### src/rtl/iccm_pkg.sv
// Shared types and defaults for the instruction closely-coupled memory controller.
package iccm_pkg;

    typedef enum logic {
        ICCM_LOAD = 1'b0,
        ICCM_RUN  = 1'b1
    } iccm_state_e;

    localparam int          ICCM_DEPTH_DEFAULT     = 256;
    localparam logic [31:0] ICCM_ERR_RDATA_DEFAULT = 32'h0000_0000;

    typedef struct packed {
        logic [31:0] rdata;
        logic        err;
    } iccm_rsp_t;

    function automatic logic [31:0] iccm_sat_inc(input logic [31:0] v);
        return (v == 32'hFFFF_FFFF) ? v : v + 32'd1;
    endfunction

endpackage

### src/rtl/iccm_rsp_buf.sv
// Single-entry fetch response slot. Read data is passed through from the memory
// on the first response cycle and captured into the hold register under backpressure.
module iccm_rsp_buf
    import iccm_pkg::*;
#(
    parameter logic [31:0] ERR_RDATA = ICCM_ERR_RDATA_DEFAULT
) (
    input  logic        i_clk,
    input  logic        i_rst_n,
    input  logic        i_push,
    input  logic        i_push_err,
    input  logic [31:0] i_mem_do,
    input  logic        i_ready,
    output logic        o_can_push,
    output logic        o_valid,
    output logic [31:0] o_rdata,
    output logic        o_err
);

    logic      r_valid;
    logic      r_live;
    iccm_rsp_t r_hold;

    always_ff @(posedge i_clk or negedge i_rst_n) begin
        if (!i_rst_n) begin
            r_valid <= 1'b0;
            r_live  <= 1'b0;
            r_hold  <= '0;
        end else if (i_push) begin
            r_valid    <= 1'b1;
            r_live     <= !i_push_err;
            r_hold.err <= i_push_err;
            if (i_push_err) begin
                r_hold.rdata <= ERR_RDATA;
            end
        end else if (r_valid && i_ready) begin
            r_valid <= 1'b0;
        end else if (r_valid && r_live) begin
            // Memory output is only guaranteed for one cycle after the read.
            r_hold.rdata <= i_mem_do;
            r_live       <= 1'b0;
        end
    end

    assign o_can_push = !r_valid || i_ready;
    assign o_valid    = r_valid;
    assign o_rdata    = r_live ? i_mem_do : r_hold.rdata;
    assign o_err      = r_hold.err;

endmodule

### src/rtl/iccm_ctrl.sv
// Instruction-fetch responder in front of the DFFRAM macro, with a program-loader
// write port. Optional perf counters are enabled by defining ICCM_PERF_CNT_EN.
module iccm_ctrl
    import iccm_pkg::*;
#(
    parameter int          DEPTH     = ICCM_DEPTH_DEFAULT,
    parameter int          ADDR_W    = $clog2(DEPTH),
    parameter bit          BOOT_LOAD = 1'b1,
    parameter logic [31:0] ERR_RDATA = ICCM_ERR_RDATA_DEFAULT
) (
    input  logic              clk_i,
    input  logic              rst_ni,
    input  logic              fetch_req_i,
    input  logic [31:0]       fetch_addr_i,
    output logic              fetch_gnt_o,
    output logic              fetch_rvalid_o,
    input  logic              fetch_rready_i,
    output logic [31:0]       fetch_rdata_o,
    output logic              fetch_err_o,
    input  logic              load_valid_i,
    input  logic [ADDR_W-1:0] load_addr_i,
    input  logic [31:0]       load_data_i,
    input  logic [3:0]        load_be_i,
    output logic              load_ready_o,
    input  logic              load_done_i,
    output logic              mem_en_o,
    output logic [3:0]        mem_we_o,
    output logic [ADDR_W-1:0] mem_a_o,
    output logic [31:0]       mem_di_o,
    input  logic [31:0]       mem_do_i,
    output logic [31:0]       perf_fetch_o,
    output logic [31:0]       perf_stall_o
);

    iccm_state_e r_state;
    iccm_state_e w_state_nxt;
    logic        w_run;
    logic        w_legal;
    logic        w_can_push;
    logic        w_gnt;
    logic        w_load_ready;

    assign w_run   = (r_state == ICCM_RUN);
    assign w_legal = (fetch_addr_i[1:0] == 2'b00) &&
                     ({2'b00, fetch_addr_i[31:2]} < 32'(DEPTH));

    always_ff @(posedge clk_i or negedge rst_ni) begin
        if (!rst_ni) begin
            r_state <= BOOT_LOAD ? ICCM_LOAD : ICCM_RUN;
        end else begin
            r_state <= w_state_nxt;
        end
    end

    always_comb begin
        w_state_nxt  = r_state;
        w_gnt        = 1'b0;
        w_load_ready = 1'b0;
        mem_en_o     = 1'b0;
        mem_we_o     = 4'b0000;
        mem_a_o      = '0;
        mem_di_o     = '0;
        case (r_state)
            ICCM_LOAD: begin
                w_load_ready = 1'b1;
                if (load_done_i) begin
                    w_state_nxt = ICCM_RUN;
                end
            end
            ICCM_RUN: begin
                w_gnt        = fetch_req_i && w_can_push;
                w_load_ready = !fetch_req_i;
            end
            default: w_state_nxt = r_state;
        endcase
        // Fetch and loader never collide: the loader is held off while a fetch is requested.
        if (w_gnt && w_legal) begin
            mem_en_o = 1'b1;
            mem_a_o  = fetch_addr_i[ADDR_W+1:2];
        end else if (load_valid_i && w_load_ready) begin
            mem_en_o = 1'b1;
            mem_we_o = load_be_i;
            mem_a_o  = load_addr_i;
            mem_di_o = load_data_i;
        end
    end

    assign fetch_gnt_o  = w_gnt;
    assign load_ready_o = w_load_ready;

    iccm_rsp_buf #(
        .ERR_RDATA (ERR_RDATA)
    ) u_rsp_buf (
        .i_clk      (clk_i),
        .i_rst_n    (rst_ni),
        .i_push     (w_gnt),
        .i_push_err (!w_legal),
        .i_mem_do   (mem_do_i),
        .i_ready    (fetch_rready_i),
        .o_can_push (w_can_push),
        .o_valid    (fetch_rvalid_o),
        .o_rdata    (fetch_rdata_o),
        .o_err      (fetch_err_o)
    );

`ifdef ICCM_PERF_CNT_EN
    logic [31:0] r_perf_fetch;
    logic [31:0] r_perf_stall;

    always_ff @(posedge clk_i or negedge rst_ni) begin
        if (!rst_ni) begin
            r_perf_fetch <= '0;
            r_perf_stall <= '0;
        end else begin
            if (w_gnt) begin
                r_perf_fetch <= iccm_sat_inc(r_perf_fetch);
            end
            if (w_run && fetch_req_i && !w_gnt) begin
                r_perf_stall <= iccm_sat_inc(r_perf_stall);
            end
        end
    end

    assign perf_fetch_o = r_perf_fetch;
    assign perf_stall_o = r_perf_stall;
`else
    assign perf_fetch_o = '0;
    assign perf_stall_o = '0;
`endif

endmodule

### config.mk
export PLATFORM = sky130hd
export DESIGN_NAME = iccm_ctrl
export DESIGN_NICKNAME = d
export VERILOG_FILES = /design/src/rtl/iccm_pkg.sv /design/src/rtl/iccm_rsp_buf.sv /design/src/rtl/iccm_ctrl.sv
export SDC_FILE = /design/constraint.sdc
export NUM_CORES = 1
export LEC_CHECK = 0
export CORE_MARGIN = 5
export CORE_UTILIZATION = 32
export CTS_CLUSTER_SIZE = 24
export DETAILED_ROUTE_END_ITERATION = 16
export GPL_TIMING_DRIVEN = 0
export PLACE_DENSITY = 0.87
export SKIP_LAST_GASP = 1
export SLEW_MARGIN = 30
export SYNTH_ARGS = -nofsm -noshare
export SYNTH_HDL_FRONTEND = slang
export SYNTH_SLANG_ARGS = --single-unit
### constraint.sdc
create_clock -name clk_i -period 3.58 [get_ports clk_i]
set_input_delay 0.537 -clock clk_i [delete_from_list [all_inputs] [get_ports clk_i]]
set_output_delay 0.537 -clock clk_i [all_outputs]
set_load 0.01 [all_outputs]
Word level (Yosys, flattened, before mapping)
Index checks and enable logic that the tools add are counted.
W data, S select, Z words.
{"block": "totals", "out_inout_bits": 145, "ff_bits": 36, "word_cells": 46}
{"block": "op_classes", "order_cmp": 1, "n_eq_ne": 2, "mux": 22, "n_reduce_logical": 15, "bitwise": 1}
{"operator": "$mux W32", "n": 7}
{"operator": "$lt A30 B9 Y1 const B", "n": 1}
{"operator": "$mux W8", "n": 2}
{"operator": "$mux W1", "n": 10}
{"operator": "$mux W4", "n": 2}
{"operator": "$logic_and A1 B1 Y1", "n": 6}
{"operator": "$ne A2 B2 Y1 const B", "n": 2}
{"operator": "$reduce_bool A2 Y1", "n": 2}
{"operator": "$logic_not A1 Y1", "n": 3}
{"operator": "$reduce_and A3 Y1", "n": 1}
{"operator": "$logic_not A2 Y1", "n": 1}
{"operator": "$pmux W1 S2", "n": 1}
{"operator": "$reduce_and A2 Y1", "n": 1}
{"operator": "$logic_or A1 B1 Y1", "n": 1}
{"operator": "$not A1 Y1", "n": 1}

Logic depth before layout (Yosys ltp)
Gate-level depths: netlist (run 1).
{"block": "logic_depth", "depth_word": 6, "ltp_mapped": 6, "depth_no_buf": 4}

By module
From an unflattened synthesis (run 1), not the netlist that was laid out.
{"block": "unflattened", "cells_unflattened": 300, "area_unflattened_um2": 3255.6}
{"module": "iccm_rsp_buf", "area_per_inst_um2": 2224.6, "cells_per_inst": 154, "n_inst": 1}
{"module": "iccm_ctrl", "area_per_inst_um2": 1031.0, "cells_per_inst": 146, "n_inst": 1}

Worst setup path after synthesis (run 1)
OpenSTA, ideal clock, no wires.
{"block": "synth_timing", "path_kind": "input -> output", "from": "in fetch_rready_i", "to": "out mem_a_o[0]", "setup_slack_ns": 1.472, "path_stages": 5, "path_buffers": 1, "arrival_time_ns": 1.571, "path_cell_list": "nand2b_2 -> nor2b_1 -> and4_1 -> buf_4 -> a22o_1"}
{"block": "synth_via", "elab_chain_cells": 5}
{"item": "start, declared", "line": "iccm_ctrl.sv:17", "source": "input logic fetch_rready_i,"}
{"item": "$logic_or A1 B1 Y1", "line": "iccm_rsp_buf.sv:45", "source": "assign o_can_push = !r_valid || i_ready;"}
{"item": "$logic_and A1 B1 Y1", "line": "iccm_ctrl.sv:71", "source": "w_gnt = fetch_req_i && w_can_push;"}
{"item": "$mux W1", "line": "iccm_ctrl.sv:63", "source": "case (r_state)"}
{"item": "named net fetch_gnt_o", "line": "iccm_ctrl.sv:15", "source": "output logic fetch_gnt_o,"}
{"item": "$logic_and A1 B1 Y1", "line": "iccm_ctrl.sv:77", "source": "if (w_gnt && w_legal) begin"}
{"item": "$mux W8", "line": "iccm_ctrl.sv:77"}
{"item": "end, declared", "line": "iccm_ctrl.sv:28", "source": "output logic [ADDR_W-1:0] mem_a_o,"}
The timed path passes the listed nets, and every way through them passes these cells.

Final worst setup path (run 1)
{"block": "layout_timing", "from": "in fetch_addr_i[1]", "to": "out mem_a_o[4]"}
{"block": "layout_via", "elab_chain_cells": 4}
{"item": "start, declared", "line": "iccm_ctrl.sv:14", "source": "input logic [31:0] fetch_addr_i,"}
{"item": "$logic_not A2 Y1", "line": "iccm_ctrl.sv:44", "source": "assign w_legal = (fetch_addr_i[1:0] == 2'b00) &&"}
{"item": "$logic_and A1 B1 Y1", "line": "iccm_ctrl.sv:44"}
{"item": "$logic_and A1 B1 Y1", "line": "iccm_ctrl.sv:77"}
{"item": "$mux W8", "line": "iccm_ctrl.sv:77"}
No other way between the ends.

==> results summary, run 1 <==
The global-route track usage on met2 is 0.381. Post-CTS repair changed the size of 0 cells. The remaining antenna violation count after routing came out at 0.

The clock network latency to the later pin of the worst-skew pair is slightly below 300 ps. TritonCTS built the clock tree. The cell area power density came out at 227 mW/mm2. The worst setup path is of the primary input to primary output kind. The global routing usage on met3 is 0.0660.

The post-synthesis instance area came out at around 0.0026 mm2. For this run, the number of Yosys warnings is 0. The worst setup slack for register-to-register paths is 2040 ps. The distinct cell type count of the synthesized netlist came out at 23. The instance count of the mapped netlist came out at 250. The library cell used most frequently in the layout, excluding fill and tap cells, is clkdlybuf4s50_1. The wire-length estimate of the detail-placed layout is ~9 mm. Setup violations remaining at the end of the flow were counted as 0. Of the total power, registers draw 0.356.

The buffer levels on the longest clock path is 2. The path class of the tightest hold or removal check is primary input to asynchronous set/reset pin. The detailed router finished its first iteration with 101 violations.

The worst hold slack after final layout is between 100 and 150 ps. The number of max-slew violations in the final report is 0. around 260 I/O pins were placed. Summed over all cells, the static leakage comes to 2.46 nW. Of the total power, the share spent switching nets is 0.244. The number of hold buffers added after CTS was 0. The overall overflow remaining after global route is 0. The share of layout cells above drive strength 1 came out at 0.236. The tree is rooted in a clkbuf_8.

The CTS H-tree depth is 2. The number of antenna violations at the first check in global routing came out at 0. The peak ir drop on the vdd network is 0.178 mV.

The wire length of the first global-routing pass came out at 15.8 mm. The clock edge transition at the registers on the reported setup and hold paths is 80 ps. The ratio of routed vias to standard cells came out at 4.42. The number of clock sinks seen by CTS came out at 36.

Walking the worst path, the cells encountered are clkdlybuf4s50_1 -> nor4_1 -> and4_1 -> and4_1 -> buf_4 -> a22o_1 -> clkdlybuf4s50_1. The flow ran to the end, and the final reports show no timing, DRC or antenna violations. The number of detailed-routing iterations run before antenna repair came out at 4. The number of synthesized flops with an enable pin came out at 0.

The critical path starts at fetch_addr_i[1]. Routability-driven placement finished with a final weighted congestion of 0.788. The global-route met1 utilization came out at 0.222.

The via count of the first global-routing pass came out at roughly 3000. The standard cell core area is 0.00781 mm2. After detailed routing, the average wire length per cell comes to roughly 17 um. The minimum clock period is 3190 ps. The maximum operating frequency came out at ~0.31 GHz. The required time at the worst-slack endpoint came out at about 3000 ps. The via count of the routed design is 2729. The worst reg2reg path startpoint is r_state. The largest net degree at the start of global routing is 24. Among all stages on the critical path, the largest delay is contributed by clkdlybuf4s50_1. The largest single stage delay on the critical path is about 570 ps.

The repair_antennas step left the layout with diodes totalling 0. The largest driver fanout on the critical path is 10. The global router's overall resource usage came out at 0.202. The number of buffers inserted to repair setup after CTS is 0.

The worst setup path is captured at a primary output. The internal portion of the total power is 866 uW. The number of CTS-inserted buffers is 5. The primary flip-flop cell chosen by synthesis mapping is dfrtp_1.

The biggest area contributor in the post-synthesis netlist is dfrtp_1. The final wirelength is about 11 mm. A synthesized cell averages 10.3 um2.

In the finished design, the share of the clock period the worst path needs comes to 0.892. The floorplan has 32 rows. Grouping stages by cell kind, the critical path spends the most delay in buffers and inverters.

The starting density of the core is 0.331. In this run the most used layer during global routing was met2. The number of max-cap violations is 0. In the post-synthesis netlist, the biggest area contributors are dfrtp_1 35%, buf_4 19%, mux2_2 14%, a22o_1 14%, and3_1 8.7%. The kind of start point of the critical path is a primary input. Of the post-synthesis cell area, the dominant cell type holds 0.349. The number of nets at the end of the flow is 629. The async set or reset register ratio after synthesis came out at 1.00. Of the total power, combinational logic draws 0.299.

The worst endpoint data arrival time came out at 2660 ps. In the layout the commonest cells are 193 x clkdlybuf4s50_1, 65 x buf_4, 64 x conb_1. For this run, design rule violations remaining after detail routing come to 0. The share of total power in the clock network came out at 0.345. The die span in x is 99.9 um. The number of input and output port buffers inserted is a little under 200.

The die height came out at 99.9 um. The part of the Yosys area used for sequential elements came out at 0.349. The number of endpoints with negative hold slack in the final report came out at 0.

The final total negative setup slack is 0 ps. The flop and latch count out of synthesis is 36. The switching component of the power is ~280 uW.

The die footprint came out at 0.00997 mm2. The clock arrives with ~6.3 ps of skew. Setup repair after global routing left no endpoint under its margin. Relative to the synthesized area, the layout overhead comes to 95.0%. The number of buffer and inverter stages on the critical path is 3.
power groups by stage:
| stage | Combinational (mW) | Clock, mW | Sequential [mW] |
|---|---|---|---|
| 3_3_place_gp | 0.329 | 0 | 0.416 |
| 3_5_place_dp | 0.336 | 0 | 0.416 |
| 4_1_cts | 0.338 | 0.406 | 0.408 |
| 2_1_floorplan | 0.134 | 0 | 0.416 |
| 6_report | 0.343 | 0.395 | 0.408 |
| 5_1_grt | 0.366 | 0.426 | 0.408 |
cell type report:
cell class	instances	area [um2]
clock buffers	7	96.3
flip-flops and latches	36	901
repair buffers	195	1960
fillers	632	2770
well taps	102	128
clock inverters	1	30.0
inverters	1	3.75
plain buffers	83	583
multi-input cells	193	1330
final timing paths:
kind	to	depth (start not counted)
worst max register to register	u_rsp_buf.r_live	4
max in group asynchronous	u_rsp_buf.o_err	2
worst max-delay path	mem_a_o[4]	7
min in group clk_i	r_state	1
worst min-delay path	u_rsp_buf.r_hold[9]	1
worst min register to register	r_state	1
synth_stat cells, drive strengths merged (2+ instances only):
library cell  count
or2               2
nand2             2
dfrtp            36
clkbuf           11
mux2             32
nor4              6
and3             36
a22o             40
and4              2
nor2              3
buf              72
logic make-up (layout without fill, tap and decap cells):
family / Yosys count / after routing / synth area share
mux: 32 / 32 / 0.139
flops: 36 / 36 / 0.349
buf+inv: 84 / 287 / 0.227
compound gates: 42 / 42 / 0.145
other cells: 1 / 64 / 0.00145
simple gates: 55 / 55 / 0.139
layer usage:
metal | part of all wire | routed length (um)
met1 | 0.36 | 3900
met2 | 0.54 | 5820
met3 | 0.092 | 984
met4 | 0.0032 | 34
met5 | 0 | 0
stage by stage:
stage | util | instance area (um2) | std cells | worst slack, ps | total power [mW]
floorplan | - | 2820 | 313 | 1470 | 0.550
global placement | 0.626 | 4890 | 609 | 381 | 0.744
detailed placement | 0.629 | 4910 | 610 | 386 | 0.751
CTS | 0.645 | 5040 | 618 | 373 | 1.15
global route | 0.645 | 5040 | 618 | 232 | 1.20
finish | 0.645 | 5040 | 618 | 388 | 1.15
flip-flops by register name (all words and copies together), names as in the netlist:
name	flops
r_state	1
u_rsp_buf.o_err	1
u_rsp_buf.r_live	1
u_rsp_buf.r_hold	32
u_rsp_buf.o_valid	1
worst register-to-register path, delay by kind of cell, from the launching register on:
kind            cells  cell delay (ps)
flops               1              380
buf+inv             2              720
compound gates      1              210
simple gates        1              170
Power figures use the tool's default switching activity.
==> inputs of run 2 (changes only) <==
--- a/config.mk
+++ b/config.mk
@@ -5,12 +5,12 @@
 export SDC_FILE = /design/constraint.sdc
 export NUM_CORES = 1
 export LEC_CHECK = 0
-export CORE_MARGIN = 5
-export CORE_UTILIZATION = 32
+export CORE_AREA = 5 5 98 100
 export CTS_CLUSTER_SIZE = 24
 export DETAILED_ROUTE_END_ITERATION = 16
+export DIE_AREA = 0 0 103 105
+export DONT_BUFFER_PORTS = 1
 export GPL_TIMING_DRIVEN = 0
-export PLACE_DENSITY = 0.87
 export SKIP_LAST_GASP = 1
 export SLEW_MARGIN = 30
 export SYNTH_ARGS = -nofsm -noshare
==> results summary, run 2 (same netlist as run 1, synthesis figures left out) <==
The number of DRC violations after detailed routing is 0 (unchanged). The flip-flop count of the largest register after layout is 32 (unchanged). The slew at the pin closest to its max-slew limit came out at 566 ps. The starting DRC count in detailed routing came out at 90 (-11%). The sequential standard cell area is 901 um2 (unchanged). The worst endpoint data arrival time was 2080 ps (-580 ps). The clock edge transition at the registers on the reported setup and hold paths is 70 ps (about the same).

The clock skew is 4.95 ps (-1.39 ps). The number of nets at the end of the flow came out at 435 (-31%). The number of diodes is 0 (unchanged).

The peak ir drop on the vdd network is 0.139 mV (-22%). The die footprint came out at 0.0108 mm2 (+8.5%). The number of placed instances, taps included came out at 421 (-31%). The post-layout worst setup margin is 968 ps (+580 ps). The finished layout cell area is 0.00307 mm2 (-39%). Setup repair after global routing left no endpoint under its margin. The maximum operating frequency came out at 0.383 GHz (+22%). The reg-to-reg endpoint is u_rsp_buf.r_hold[17]. The area used by multi-input combinational logic came to 0.00133 mm2 (unchanged). The number of antenna violations at the first check in global routing came out at 0 (unchanged). The number of filler instances in the final layout was 871 (+38%). The worst setup slack for register-to-register paths came to 1800 ps (-240 ps). The critical path is of the flip-flop to primary output type. In this run the worst hold path is classified as primary input to asynchronous set/reset pin. The final total negative setup slack was 0 ps (unchanged).

The largest net degree at the start of global routing was 37 (+54%). The remaining antenna violation count after routing came out at 0 (unchanged). The worst hold slack after final layout is 84.6 ps (-64.1 ps). TritonCTS built the clock tree. The starting density of the core is 0.301 (-0.0303). The part of the cycle the worst path needs came out at 0.730 (-0.162). The ratio of routed vias to standard cells came out at 4.58 (+3.7%). The number of detailed-routing iterations run before antenna repair came to 4 (unchanged). The via count of the first global-routing pass came out at 2162 (-27%). The largest driver fanout on the critical path was 10 (unchanged).

The die span in x came out at 103 um (+3.1%). The post-route non-filler standard cell count came out at 430 (-30%). The cell sitting at the root of the clock tree is a clkbuf_8. Leaving out fill and tap cells, the most frequent cells in the layout are 65 x buf_4, 64 x conb_1, 40 x a22o_1. The final-report setup violation count came out at 0 (unchanged). The overall overflow remaining after global route is 0 (unchanged). The number of max-slew violations in the final report came out at 0 (unchanged). The final wirelength came to 8.02 mm (-25%). STA classifies the critical path endpoint as a primary output. The post-detailed-placement half-perimeter wirelength is 6.69 mm (-26%). The core occupancy in the finished layout is 0.357 (-0.288). The number of endpoints with negative hold slack in the final report is 0 (unchanged). The kind of start point of the critical path is a flip-flop. The buffer levels on the longest clock path came out at 2 (unchanged). The number of placed I/O pins came out at 259 (unchanged).

The average wire per standard cell came to 18.7 um (+7.4%). The worst reg2reg path startpoint is u_rsp_buf.o_valid. The cell area power density is 284 mW/mm2 (+25%).

The number of max-cap violations came out at 0 (unchanged). The share of layout cells above drive strength 1 came out at 0.373 (+0.136). The relative slew slack came out at 0.622. The standard cell core area came out at 0.00859 mm2 (+10%). The wire length of the first global-routing pass is 12.0 mm (-24%).

The leakage power total came out at 1.71 nW (-30%). The routability congestion estimate is 0.720 (-8.7%). The die height came out at 105 um (+5.2%).

The number of input and output port buffers inserted is 0 (-100%). The length in cells of the worst reg-to-reg path came to 5 (+1). The number of buffers inserted to repair setup after CTS is 0 (unchanged). The flow ran to the end, and the final reports show no timing, DRC or antenna violations. In this run the worst setup path begins at u_rsp_buf.o_valid.

The CTS H-tree depth is 2 (unchanged). The number of clock sinks seen by CTS is 36 (unchanged). The top register by number of flip-flops is u_rsp_buf.r_hold. The required time at the worst-slack endpoint is 3040 ps (about the same). The overall power after layout is 872 uW (-24%).

The via count of the routed design is 1969 (-28%). The global router's overall resource usage is 0.141 (-0.0605). The number of cell rows came out at 34 (+6.3%).

The clock network latency to the later pin of the worst-skew pair came out at 280 ps (about the same). The number of CTS-inserted buffers came to 5 (unchanged). The placed instance area came out at 0.00296 mm2 (-40%).

The most frequent standard cell in the layout excluding fill and tap cells is buf_4. The end point of the critical path is mem_a_o[7]. The placement-stage worst setup slack is 1040 ps (+652 ps). The synthesis-to-layout area growth is 18.8%. The minimum clock period is 2610 ps (-580 ps).
==> run 2: worst max-delay path, cell delays in order (launching register included) <==
cell and delay, ps:
dfrtp_1 440, nand2b_2 140, nor2b_1 490, and4_1 320, buf_4 180, a22o_1 210
==> run 2: power by group <==
group          leakage, nW  switching [mW]  internal, mW
clock network       0.0445           0.143         0.156
logic                 1.18          0.0941        0.0698
registers            0.490         0.00127         0.407
total                 1.71           0.239         0.633
==> run 2: cell type report <==
cell class	instances	area share
Multi-Input combinational cell	193	0.434
Timing Repair Buffer	1	0.00652
Inverter	1	0.00122
Buffer	83	0.190
Clock inverter	1	0.00245
Sequential cell	36	0.294
Tap cell	108	0.0440
Clock buffer	7	0.0281
==> run 2: worst min path at each step <==
| stage | startpoint | end | slack [ps] | cells past startpoint |
|---|---|---|---|---|
| floorplan | rst_ni | r_state | 240 | 0 |
| global placement | rst_ni | u_rsp_buf.r_hold[4] | 240 | 0 |
| detailed placement | rst_ni | u_rsp_buf.r_hold[3] | 240 | 0 |
| CTS | rst_ni | u_rsp_buf.r_hold[26] | 80 | 1 |
| global route | rst_ni | u_rsp_buf.r_hold[23] | 90 | 1 |
| finish | rst_ni | u_rsp_buf.r_hold[28] | 80 | 1 |
==> run 2: metal layers <==
| layer | GRT usage | vias to the layer above | part of all wire | wire length [um] |
|---|---|---|---|---|
| met4 | 0.0416 | 0 | 0.020 | 158 |
| met5 | 0 | - | 0 | 0 |
| li1 | - | 924 | - | - |
| met3 | 0.0433 | 14 | 0.11 | 895 |
| met1 | 0.153 | 892 | 0.35 | 2800 |
| met2 | 0.257 | 139 | 0.52 | 4170 |
==> run 2: what timing repair did <==
item / CTS / global route
gates resized for setup: 0 / 0
endpoints found under the hold margin: 36 / 0
hold buffers: 1 / 0
